**src/rtl/ebus_dev_resp.sv**
```systemverilog
// ebus_dev_resp: EBUS device responder handling CONO/CONI/DATAO/DATAI/PISERVE.
// Define EBUS_PI_EN to enable PI request generation and PISERVE acknowledge.
module ebus_dev_resp #(
    parameter logic [0:6]  DEVNUM = 7'o100,
    parameter logic [0:35] VECTOR = 36'o0
) (
    input  logic         eboxClk,
    input  logic         eboxResetN,
    input  logic [0:6]   ebusCS,
    input  logic [0:2]   ebusFunc,
    input  logic         ebusDemand,
    input  logic [0:35]  ebusDataIn,
    output logic         ebusAck,
    output logic         ebusDriving,
    output logic [0:35]  ebusDataOut,
    input  logic [18:29] devStatus,
    input  logic [0:35]  devDataIn,
    input  logic         devIntReq,
    output logic [0:35]  devDataOut,
    output logic         devDataoStb,
    output logic         devDataiStb,
    output logic [30:35] ctlReg,
    output logic [1:7]   piReq
);
    typedef enum logic [1:0] {IDLE, ACK, HOLD} state_t;
    localparam logic [0:2] F_CONO = 3'd0, F_CONI = 3'd1, F_DATAO = 3'd2, F_DATAI = 3'd3, F_PISERVE = 3'd6;
    state_t state_q;
    logic armed_q;
    logic pi_ok;
    logic [30:35] coni_ctl;
    logic hit;
`ifdef EBUS_PI_EN
    assign pi_ok = (ctlReg[33:35] != 3'd0) && |piReq;
    assign coni_ctl = ctlReg;
    always_ff @(posedge eboxClk or negedge eboxResetN)
        if (!eboxResetN) piReq <= '0;
        else for (int n = 1; n <= 7; n++) piReq[n] <= devIntReq && (ctlReg[33:35] == 3'(n));
`else
    logic unused_pi;
    assign unused_pi = devIntReq;
    assign pi_ok = 1'b0;
    assign coni_ctl = {ctlReg[30:32], 3'b000};
    assign piReq = '0;
`endif
    // armed_q blocks a demand already high when IDLE was reached via reset
    assign hit = state_q == IDLE && armed_q && ebusDemand && ebusCS == DEVNUM &&
                 (ebusFunc != F_PISERVE || pi_ok);
    always_ff @(posedge eboxClk or negedge eboxResetN)
        if (!eboxResetN) begin
            state_q     <= IDLE;
            armed_q     <= 1'b0;
            ebusAck     <= 1'b0;
            ebusDriving <= 1'b0;
            ebusDataOut <= '0;
            devDataOut  <= '0;
            devDataoStb <= 1'b0;
            devDataiStb <= 1'b0;
            ctlReg      <= '0;
        end else begin
            armed_q     <= (armed_q && !hit) || !ebusDemand;
            devDataoStb <= 1'b0;
            devDataiStb <= 1'b0;
            case (state_q)
                IDLE: if (hit) begin
                    state_q <= ACK;
                    ebusAck <= 1'b1;
                    case (ebusFunc)
                        F_CONO: ctlReg <= ebusDataIn[30:35];
                        F_CONI: begin
                            ebusDriving <= 1'b1;
                            ebusDataOut <= {18'b0, devStatus, coni_ctl};
                        end
                        F_DATAO: begin
                            devDataOut  <= ebusDataIn;
                            devDataoStb <= 1'b1;
                        end
                        F_DATAI: begin
                            ebusDriving <= 1'b1;
                            ebusDataOut <= devDataIn;
                            devDataiStb <= 1'b1;
                        end
                        F_PISERVE: begin
                            ebusDriving <= 1'b1;
                            ebusDataOut <= VECTOR;
                        end
                        default: ;
                    endcase
                end
                ACK: state_q <= HOLD;
                HOLD: if (!ebusDemand) begin
                    state_q     <= IDLE;
                    ebusAck     <= 1'b0;
                    ebusDriving <= 1'b0;
                    ebusDataOut <= '0;
                end
                default: state_q <= IDLE;
            endcase
        end
endmodule
```
**config.mk**
```make
export PLATFORM = sky130hd
export DESIGN_NAME = ebus_dev_resp
export DESIGN_NICKNAME = d
export VERILOG_FILES = /design/src/rtl/ebus_dev_resp.sv
export SDC_FILE = /design/constraint.sdc
export NUM_CORES = 1
export LEC_CHECK = 0
export CAP_MARGIN = 20
export CORE_ASPECT_RATIO = 2
export CORE_MARGIN = 5
export CORE_UTILIZATION = 40
export CTS_BUF_LIST = sky130_fd_sc_hd__clkbuf_8 sky130_fd_sc_hd__clkbuf_16
export DETAILED_ROUTE_END_ITERATION = 7
export HOLD_SLACK_MARGIN = 0.05
export PLACE_DENSITY = 0.8
export SYNTH_ARGS = -nofsm -noshare
export SYNTH_HDL_FRONTEND = slang
export SYNTH_SLANG_ARGS = --single-unit
```
**constraint.sdc**
```tcl
create_clock -name eboxClk -period 2.3 [get_ports eboxClk]
set_input_delay 0.46 -clock eboxClk [delete_from_list [all_inputs] [get_ports eboxClk]]
set_output_delay 0.46 -clock eboxClk [all_outputs]
set_load 0.01 [all_outputs]
```
==> flow_metrics.tcl <==
set metrics [dict create \
    maxCapViolCount 0 \
    io_pins 187 \
    hp-class "flop to flop" \
    grt_pass1_vias 3052 \
    post-route-period-util 0.8946 \
    holdWs_ns 0.4773 \
    yosysSeqAreaShare 0.5751 \
    clock_latency_ns 0.33 \
    cts_num_sinks 85 \
    nets 562 \
    worst_setup_path_end_kind "flop" \
    p_sw_uw 830.8 \
    placed_area_um2 5655 \
    reg2reg_setup_slack_ns 0.37 \
    track_usage 0.1745 \
    critical_path_peak_fanout 27 \
    powerDensity_nw_per_um2 628.4 \
    setup_viol 0 \
    ant_nets 0 \
    cts_tree "built" \
    root_buffer "clkbuf_16" \
    fin_area_um2 5992 \
    cts_resized 0 \
    r2r_end "devDataOut[33]$_DFFE_PN0P_" \
    skew_ns 0.007703 \
    first_pass_iters 4 \
    die_h_um 146.0 \
    gp_congestion 0.8184 \
    grt_overflow 0 \
    wl_per_cell_um 17.15 \
    max_freq_ghz 0.4860 \
    fin_cells 571 \
    die-area_um2 11390 \
    die_w_um 78.00 \
    crit_type "input port to flop" \
    synthesis.area_um2 3699 \
    area_delta_synth_final_pct 62.01 \
    pwr-share-clk 0.411 \
    busiest_layer "met2" \
    ys_types 28 \
    synth-warning-count 0 \
    p_comb_frac 0.157 \
    reg2reg_from "state_q[0]$_DFFE_PN0P_" \
    wirelength_um 9792 \
    ctsHoldBuffers 1 \
    synth_area_per_cell_um2 13.70 \
    use_met2 0.3086 \
    hpwl_um 7640 \
    cts_made_buffers 9 \
    core_area_um2 9012 \
    met3_usage 0.05514 \
    syn_inst 270 \
    clk_path_buf_depth 2 \
    post_cts.repair.setup_buffers 0 \
    slew_violations 0 \
    grt_pass1_wl_um 15660 \
    placed_cells 554 \
    critPathLaunch "ebusCS[3]" \
    clkTransAtPathRegs_ns 0.06 \
    setup.worst_path.end "devDataOut[33]$_DFFE_PN0P_" \
    arrival_ns 2.27 \
    synth-async-reset-ratio 1.000 \
    hold_violations 0 \
    period_needed_ns 2.057 \
    cts_max_level 3 \
    antenna_found_initial 0 \
    ys.flop_type "dfrtp_1" \
    drive_above_1_share 0.2047 \
    p_seq_frac 0.432 \
    vias_per_cell 4.806 \
    synth-seq-cells 85 \
    utilization 0.6649 \
    drc 0 \
    rsz0062_at_grt "false" \
    switching_share 0.2206 \
    start_util 0.4104 \
    use_met1 0.1814 \
    cell_internal_pwr_uw 2935 \
    synth-edff-count 0 \
    leakage_uw 0.002749 \
    final_common_cell "clkdlybuf4s50_1" \
    grt_max_degree 37 \
    start_kind "input port" \
    antennaDiodeCount 0 \
    vdd_drop_max_v 0.0006273 \
    port_buffers 178 \
    outcome "complete, no violations" \
    cp_data_required_time_ns 2.51 \
    mostFrequentLayoutCells "177 x clkdlybuf4s50_1, 85 x dfrtp_1, 48 x mux2_2" \
    row_count 49 \
    drt_iter0_drc 49 \
    r2r_cells 5 \
    dp_slack_ns -0.1293 \
    fin_ws_ns 0.2425 \
    vias 2744 \
]
state kept, by name (all words and copies together), names as in the netlist:
register     cells
armed_q          1
ctlReg           6
devDataOut      36
devDataiStb      1
devDataoStb      1
ebusAck          1
ebusDataOut     36
ebusDriving      1
state_q          2
cells by family after synthesis:
group           share of synthesized area
buf+inv                           0.06901
compound gates                    0.04262
other cells                      0.001014
mux                                0.2439
simple gates                      0.06597
xor+xnor                         0.002368
flops                              0.5751
per-stage QoR:
step / TNS [ns] / total power [uW]
6_report: 0 / 3766
5_1_grt: 0 / 3938
4_1_cts: 0 / 3825
3_5_place_dp: -7.378 / 2255
3_3_place_gp: -2.460 / 2235
2_1_floorplan: 0 / 1835
worst min-delay path by stage:
stage | cells after the start | startpoint | slack, ns | to
global placement | 1 | eboxResetN | 0.40 | ebusDataOut[4]$_DFFE_PN0P_
global route | 1 | devDataOut[30]$_DFFE_PN0P_ | 0.52 | devDataOut[30]$_DFFE_PN0P_
finish | 2 | armed_q$_DFF_PN0_ | 0.48 | armed_q$_DFF_PN0_
CTS | 2 | armed_q$_DFF_PN0_ | 0.48 | armed_q$_DFF_PN0_
floorplan | 0 | eboxResetN | 0.16 | armed_q$_DFF_PN0_
detailed placement | 1 | eboxResetN | 0.41 | ebusDataOut[6]$_DFFE_PN0P_
per-layer routing:
layer | wire length [um] | part of all wire
met1 | 3310 | 0.34
met2 | 5317 | 0.54
met3 | 832 | 0.085
met4 | 331 | 0.034
met5 | 0 | 0
final cells by class:
class / count / area, um^2
Timing Repair Buffer: 196 / 1979
Tap cell: 102 / 127.6
Inverter: 24 / 90.09
Multi-Input combinational cell: 148 / 1341
Sequential cell: 85 / 2127
Fill cell: 696 / 3020
Clock inverter: 6 / 87.58
Clock buffer: 10 / 239.0
critical path, cell delays in order:
cell,delay (ns)
clkdlybuf4s50_1,0.46
nor4_4,0.31
nand4_2,0.19
nor3_4,0.26
buf_12,0.22
mux2_2,0.36
synth_stat cells (all sizes together) (2+ instances only):
cell type	number	area, um^2
mux2	57	671.9
nor3	2	21.27
mux2i	23	230.2
nor2b	2	12.51
buf	18	161.4
a21oi	3	15.01
dfrtp	85	2127
nor4	2	42.54
nand2b	2	12.51
nand3b	2	15.01
nand4	2	18.77
inv	24	90.09
nand2	24	90.09
nor2	3	11.26
a22o	15	131.4
power groups by stage:
stage          sequential, uW  combinational (uW)  clock [uW]
2_1_floorplan            1690                 142           0
3_3_place_gp             1650                 587           0
3_5_place_dp             1650                 601           0
4_1_cts                  1630                 606        1590
5_1_grt                  1640                 640        1660
6_report                 1630                 593        1550
No activity file was read; power rests on OpenSTA's default activity.
